### src/rtl/z80_io_pkg.sv
// z80_io_pkg: shared types for the Z80 I/O port responder.
// Holds the responder state encoding and port-window limits.
package z80_io_pkg;

  localparam int IO_IDX_W     = 4;
  localparam int IO_MAX_PORTS = 16;

  typedef enum logic [1:0] {
    IDLE,
    WAIT,
    READ,
    WHOLD
  } io_state_t;

endpackage

### src/rtl/z80_io_responder_decode.sv
// z80_io_decode: combinational I/O port window decoder.
// Compares in 9 bits so the window never wraps past 0xFF.
module z80_io_decode
  import z80_io_pkg::*;
#(
  parameter logic [7:0] PORT_BASE = 8'h10,
  parameter int         NUM_PORTS = 4
) (
  input  logic [7:0]          port,
  input  logic                iorq_n,
  input  logic                m1_n,
  output logic                sel,
  output logic [IO_IDX_W-1:0] idx
);

  localparam logic [8:0] BASE9 = {1'b0, PORT_BASE};
  localparam logic [8:0] TOP9  = BASE9 + 9'(NUM_PORTS);

  logic [8:0] port9;

  assign port9 = {1'b0, port};

  // Interrupt acknowledge (M1 low with IORQ) is never a port access.
  assign sel = !iorq_n && m1_n && (port9 >= BASE9) && (port9 < TOP9);
  assign idx = IO_IDX_W'(port - PORT_BASE);

endmodule

### src/rtl/z80_io_responder.sv
// z80_io_responder: peripheral end of Z80 IN/OUT machine cycles.
// Decodes a port window, inserts waits, drives reads, latches writes.
module z80_io_responder
  import z80_io_pkg::*;
#(
  parameter logic [7:0] PORT_BASE   = 8'h10,
  parameter int         NUM_PORTS   = 4,
  parameter int         WAIT_STATES = 1,
  parameter logic [7:0] RESET_VAL   = 8'h00
) (
  input  logic                   clk,
  input  logic                   reset,
  input  logic [15:0]            addr,
  input  logic [7:0]             data_in,
  output logic [7:0]             data_out,
  output logic                   data_out_en,
  input  logic                   iorq_n,
  input  logic                   rd_n,
  input  logic                   wr_n,
  input  logic                   m1_n,
  output logic                   wait_n,
  input  logic [8*NUM_PORTS-1:0] port_in,
  output logic [8*NUM_PORTS-1:0] port_out,
  output logic                   rd_strobe,
  output logic                   wr_strobe,
  output logic [IO_IDX_W-1:0]    strobe_idx,
  output logic [7:0]             strobe_hi,
  output logic                   proto_err
);

  if (NUM_PORTS < 1 || NUM_PORTS > IO_MAX_PORTS ||
      (int'(PORT_BASE) + NUM_PORTS) > 256 ||
      WAIT_STATES < 0 || WAIT_STATES > 7) begin : g_param_chk
    $error("z80_io_responder: illegal parameters");
  end

  localparam logic [2:0] WS3 = 3'(WAIT_STATES);
  localparam logic [8*NUM_PORTS-1:0] PORT_RST = {NUM_PORTS{RESET_VAL}};

  logic                sel;
  logic [IO_IDX_W-1:0] idx;

  z80_io_decode #(
    .PORT_BASE(PORT_BASE),
    .NUM_PORTS(NUM_PORTS)
  ) u_decode (
    .port  (addr[7:0]),
    .iorq_n(iorq_n),
    .m1_n  (m1_n),
    .sel   (sel),
    .idx   (idx)
  );

  io_state_t             state_q, state_d;
  logic [2:0]            cnt_q, cnt_d;
  logic                  tgt_wr_q, tgt_wr_d;
  logic [IO_IDX_W-1:0]   idx_q, idx_d;
  logic [7:0]            hi_q, hi_d;
  logic                  arm_q, arm_d;
  logic [7:0]            data_out_q, data_out_d;
  logic                  data_out_en_q, data_out_en_d;
  logic                  wait_n_q, wait_n_d;
  logic [8*NUM_PORTS-1:0] port_out_q, port_out_d;
  logic                  rd_strobe_q, rd_strobe_d;
  logic                  wr_strobe_q, wr_strobe_d;
  logic [IO_IDX_W-1:0]   strobe_idx_q, strobe_idx_d;
  logic [7:0]            strobe_hi_q, strobe_hi_d;
  logic                  proto_err_q, proto_err_d;
  logic                  enter_rd, enter_wr;

  // Next-state and next-output logic for the bus cycle FSM.
  // arm gates IDLE so a held strobe cannot start a second cycle
  // until IORQ has been seen high.
  always_comb begin
    state_d      = state_q;
    cnt_d        = cnt_q;
    tgt_wr_d     = tgt_wr_q;
    idx_d        = idx_q;
    hi_d         = hi_q;
    arm_d        = iorq_n ? 1'b1 : arm_q;
    data_out_d   = data_out_q;
    port_out_d   = port_out_q;
    rd_strobe_d  = 1'b0;
    wr_strobe_d  = 1'b0;
    strobe_idx_d = strobe_idx_q;
    strobe_hi_d  = strobe_hi_q;
    proto_err_d  = 1'b0;
    enter_rd     = 1'b0;
    enter_wr     = 1'b0;

    unique case (state_q)
      IDLE: begin
        if (sel && arm_q) begin
          if (!rd_n && !wr_n) begin
            proto_err_d = 1'b1;
            arm_d       = 1'b0;
          end else if (!rd_n || !wr_n) begin
            arm_d    = 1'b0;
            idx_d    = idx;
            hi_d     = addr[15:8];
            tgt_wr_d = !wr_n;
            if (WAIT_STATES == 0) begin
              enter_rd = wr_n;
              enter_wr = !wr_n;
            end else begin
              state_d = WAIT;
              cnt_d   = WS3;
            end
          end
        end
      end
      WAIT: begin
        if (iorq_n || (tgt_wr_q ? wr_n : rd_n)) begin
          state_d = IDLE;
        end else if (cnt_q <= 3'd1) begin
          enter_rd = !tgt_wr_q;
          enter_wr = tgt_wr_q;
        end else begin
          cnt_d = cnt_q - 3'd1;
        end
      end
      READ: begin
        if (iorq_n || rd_n) begin
          state_d      = IDLE;
          rd_strobe_d  = 1'b1;
          strobe_idx_d = idx_q;
          strobe_hi_d  = hi_q;
        end
      end
      WHOLD: begin
        if (iorq_n) state_d = IDLE;
      end
      default: state_d = IDLE;
    endcase

    if (enter_rd) begin
      state_d = READ;
      for (int k = 0; k < NUM_PORTS; k++) begin
        if (IO_IDX_W'(k) == idx_d) data_out_d = port_in[8*k +: 8];
      end
    end

    if (enter_wr) begin
      state_d      = WHOLD;
      wr_strobe_d  = 1'b1;
      strobe_idx_d = idx_d;
      strobe_hi_d  = hi_d;
      for (int k = 0; k < NUM_PORTS; k++) begin
        if (IO_IDX_W'(k) == idx_d) port_out_d[8*k +: 8] = data_in;
      end
    end

    wait_n_d      = (state_d != WAIT);
    data_out_en_d = (state_d == READ);
  end

  // State and registered outputs, synchronous reset.
  always_ff @(posedge clk) begin
    if (reset) begin
      state_q       <= IDLE;
      cnt_q         <= '0;
      tgt_wr_q      <= 1'b0;
      idx_q         <= '0;
      hi_q          <= '0;
      arm_q         <= 1'b1;
      data_out_q    <= '0;
      data_out_en_q <= 1'b0;
      wait_n_q      <= 1'b1;
      port_out_q    <= PORT_RST;
      rd_strobe_q   <= 1'b0;
      wr_strobe_q   <= 1'b0;
      strobe_idx_q  <= '0;
      strobe_hi_q   <= '0;
      proto_err_q   <= 1'b0;
    end else begin
      state_q       <= state_d;
      cnt_q         <= cnt_d;
      tgt_wr_q      <= tgt_wr_d;
      idx_q         <= idx_d;
      hi_q          <= hi_d;
      arm_q         <= arm_d;
      data_out_q    <= data_out_d;
      data_out_en_q <= data_out_en_d;
      wait_n_q      <= wait_n_d;
      port_out_q    <= port_out_d;
      rd_strobe_q   <= rd_strobe_d;
      wr_strobe_q   <= wr_strobe_d;
      strobe_idx_q  <= strobe_idx_d;
      strobe_hi_q   <= strobe_hi_d;
      proto_err_q   <= proto_err_d;
    end
  end

  assign data_out    = data_out_q;
  assign data_out_en = data_out_en_q;
  assign wait_n      = wait_n_q;
  assign port_out    = port_out_q;
  assign rd_strobe   = rd_strobe_q;
  assign wr_strobe   = wr_strobe_q;
  assign strobe_idx  = strobe_idx_q;
  assign strobe_hi   = strobe_hi_q;
  assign proto_err   = proto_err_q;

endmodule

### config.mk
export PLATFORM = sky130hd
export DESIGN_NAME = z80_io_responder
export DESIGN_NICKNAME = d
export VERILOG_FILES = /design/src/rtl/z80_io_pkg.sv /design/src/rtl/z80_io_responder_decode.sv /design/src/rtl/z80_io_responder.sv
export SDC_FILE = /design/constraint.sdc
export NUM_CORES = 1
export LEC_CHECK = 0
export BUFFER_PORTS_ARGS = -buffer_cell sky130_fd_sc_hd__buf_2
export CAP_MARGIN = 25
export CORE_MARGIN = 2
export CORE_UTILIZATION = 45
export DETAILED_ROUTE_END_ITERATION = 16
export PLACE_DENSITY = 0.76
export SLEW_MARGIN = 20
export SYNTH_ARGS = -nofsm -noshare
export SYNTH_HDL_FRONTEND = slang
export SYNTH_SLANG_ARGS = --single-unit
### constraint.sdc
create_clock -name clk -period 1.85 [get_ports clk]
set_input_delay 0.2775 -clock clk [delete_from_list [all_inputs] [get_ports clk]]
set_output_delay 0.2775 -clock clk [all_outputs]
set_load 0.1 [all_outputs]
==> flow_summary_export.csv <==
group,metric,value,unit
power_and_ir_drop,total_switching_power,0.000784,W
outcome,status,"finished with violations",
power_and_ir_drop,power_report.internal_total,0.00222,W
timing,maxSlewViolCount,0,
routing,post-route-drc-count,0,
cells_and_area,area_growth_syn_to_layout,42.6,%
power_and_ir_drop,share_comb_of_total_power,6.1,%
timing,clock.fmax,0.482,GHz
routing,antenna_violating_nets_post_route,0,
cells_and_area,layout.core_utilization,65.9,%
setup_path,setup.worst_path.class,"flip-flop to flip-flop",
routing,num_vias,3301,
synthesis,yosys_most_used_dff,"dfxtp_1",
floorplan,num_io_pins,119,
synthesis,synth_cell_type_count,56,
setup_path,data_required_critical_path,2.14,ns
global_route,grt_antenna_before_repair,0,
placed_design,dp.final_hpwl,6680,um
setup_path,worstPathCellList,"or3b_4 -> or4b_4 -> buf_12 -> a211oi_4 -> buf_6 -> nand3_1 -> a21oi_1",
timing,period_share,112,%
placed_design,place_congestion,0.829,
timing,setup-violations-final,47,
synthesis,synth.cells.most_frequent,"dfxtp_1 (76), nand2_1 (44), mux2i_1 (43)",
synthesis,count_of_flip_flops_with_a_built_in_enable_after_synthesis,0,
global_route,grt_first_pass_wirelength,14800,um
synthesis,yosys_warnings,0,
power_and_ir_drop,power.ir.vdd_worst,428,uV
synthesis,syn_nets,420,
setup_path,setup_crit_start_kind,"flip-flop",
cells_and_area,drive_above_1_share,44.2,%
power_and_ir_drop,seqPwrFrac,54.3,%
cells_and_area,antenna_cells_inserted,0,
timing,unrepaired_setup_endpoints_after_global_routing,"true",
synthesis,syn-mean-instance-area,9.42,um^2
power_and_ir_drop,leakage,2.34,nW
routing,postRouteWirelength,9210,um
floorplan,floorplan.die.width,90.3,um
timing,finalCriticalPeriod,2.08,ns
synthesis,yosys_register_bits,76,
synthesis,synth_top_cells_by_area,"dfxtp_1 (45%), mux2i_1 (13%), nand2_1 (4.9%)",
placed_design,io_buffer_count,118,
power_and_ir_drop,clockPowerShare,39.5,%
floorplan,placementRows,31,
timing,worst-slew-pin-transition,0.627,ns
global_route,grt_usage,22.2,%
synthesis,ys_seq_area_share,45.4,%
global_route,pin_count_of_the_biggest_net_entering_global_routing,38,
routing,vias_per_cell,5.29,
routing,number_of_drc_markers_after_the_initial_detailed_route_iteration,120,
synthesis,yosys_top_cell_by_area,"dfxtp_1",
timing,layout_setup_ws,-0.226,ns
clock_network,cts_max_level,3,
clock_network,cts_made_buffers,9,
clock_network,ctsRootBufferMaster,"clkbuf_8",
floorplan,floorplan.initialDensity,46.2,%
timing,worst_slew_slack_as_a_fraction_of_its_limit,58.2,%
job,total_of_max_cap_violations,0,
timing,worst_clock_skew,0.00892,ns
synthesis,async_flop_share,0,%
cells_and_area,fillCellCount,587,
synthesis,post-synth-top-area-fraction,45.4,%
outcome,failed_checks,"negative setup slack",
floorplan,die_height,90.3,um
placed_design,dpl.cell_count,598,
floorplan,fp.dieArea,0.00816,mm^2
synthesis,synth_area,0.00335,mm^2
setup_path,worstPathArrival,2.36,ns
global_route,globalRoute.totalOverflow,0,
cells_and_area,post_layout_nonfiller_instances,624,
power_and_ir_drop,netSwitchingFraction,26.0,%
clock_network,worstSkewPairLatency,0.36,ns
timing,fin_hold_ws,0.153,ns
global_route,grt_pass1_vias,3161,
routing,dr.pass1.iters,4,
timing,hold_violations,0,
routing,detail_route.wl_per_cell,14.8,um
setup_path,timing.critical_path.to_type,"flip-flop",
clock_network,clock_tree_from_tritoncts,"built",
synthesis,yosys.cell_count.top_type,"dfxtp_1",
placed_design,place_area,0.00436,mm^2
clock_network,number_of_sinks_handled_by_clock_tree_synthesis,76,
setup_path,worst-path-max-fanout,8,
clock_network,holdBufCountCts,0,
clock_network,cts.reportedPaths.clkPinSlew,0.09,ns
setup_path,cp_slowest_stage_delay,0.59,ns
floorplan,fp.coreArea,0.00725,mm^2
setup_path,timing.critical_path.slowest_stage_cell,"or4b_4",
cells_and_area,final_cell_area,0.00478,mm^2
synthesis,synthCells,356,
clock_network,ctsLongestPathBuffers,2,
cells_and_area,layout.nets,584,
power_and_ir_drop,pwr_density_cell,629,mW/mm^2
worst_hold_path,hold_path_class,"input port to flip-flop",
path summary, 6_finish.rpt:
path	start	to	slack, ns	cells after the start
max	state_q[0]$_SDFF_PP0_	port_out[16]$_SDFFE_PP0P_	-0.23	7
min	addr[14]	hi_q[6]$_SDFF_PP0_	0.15	2
max reg2reg	state_q[0]$_SDFF_PP0_	port_out[16]$_SDFFE_PP0P_	-0.23	7
min reg2reg	port_out[11]$_SDFFE_PP0P_	port_out[11]$_SDFFE_PP0P_	0.46	2
layer usage:
| layer | part of all wire [%] | vias up | track usage (%) |
|---|---|---|---|
| met3 | 5.5 | 7 | 5.43 |
| met2 | 51 | 102 | 39.5 |
| met5 | 0 | - | 0 |
| li1 | - | 1614 | - |
| met1 | 43 | 1578 | 26.6 |
| met4 | 0.85 | 0 | 6.28 |
repair_timing:
| action | in CTS | in global routing |
|---|---|---|
| gates resized for setup | 21 | 21 |
| endpoints found under the setup margin | 52 | 53 |
| buffers inserted | 5 | 6 |
| pin swaps | 12 | 10 |
per-stage QoR:
step	setup WS [ns]	power [W]	TNS, ns
after floorplan	-0.150	0.00174	-3.47
after global placement	-0.230	0.00185	-8.49
after detailed placement	-0.273	0.00185	-9.69
after CTS	-0.174	0.00303	-4.06
after global routing	-0.287	0.00311	-9.13
final	-0.226	0.00301	-6.24
worst max-delay path, delay by kind of cell (launching register included):
family,cells,cell delay (ns)
buf+inv,2,0.33
flops,1,0.34
compound gates,2,0.29
simple gates,3,1.06
logic make-up after synthesis:
family,share of synthesized area (%)
simple gates,18.4
compound gates,16.5
flops,45.4
buf+inv,4.25
xor+xnor,0.522
fa+ha+maj,0.746
mux,14.2
registers in the layout, indices dropped and copies added, names as in the netlist, 2 cells and up:
| register | count |
|---|---|
| hi_q | 8 |
| data_out | 8 |
| state_q | 2 |
| strobe_hi | 8 |
| port_out | 32 |
| idx_q | 4 |
| strobe_idx | 4 |
| cnt_q | 3 |
power groups by stage:
stage                     registers [W]  clock network, W  logic (W)
after floorplan                 0.00167                 0  0.0000690
after global placement          0.00167                 0   0.000175
after detailed placement        0.00167                 0   0.000177
after CTS                       0.00163           0.00121   0.000180
after global routing            0.00164           0.00128   0.000200
final                           0.00163           0.00119   0.000184
cell usage in the layout (no fill, tap or decap), types with 4 or more instances in the layout:
master,n
buf_2,118
dfxtp_1,72
buf_4,46
nand2_1,44
mux2i_1,41
nor2_1,19
a21oi_1,19
nor3_1,14
o21ai_0,12
clkbuf_8,9
inv_1,8
nand3_1,8
nand3_2,6
a21o_1,5
nand2b_1,5
buf_6,5
a22o_1,4
a222oi_1,4
a211oi_1,4
dfxtp_2,4
buf_12,4
final cells by class:
cell class | count | area (um^2) | area share, %
multi-input cells | 249 | 1820 | 38.1
flip-flops and latches | 76 | 1530 | 31.9
inverters | 10 | 37.5 | 0.785
repair buffers | 174 | 1090 | 22.7
clock buffers | 9 | 124 | 2.59
clock inverters | 7 | 61.3 | 1.28
well taps | 99 | 124 | 2.59
Power figures use the tool's default switching activity.
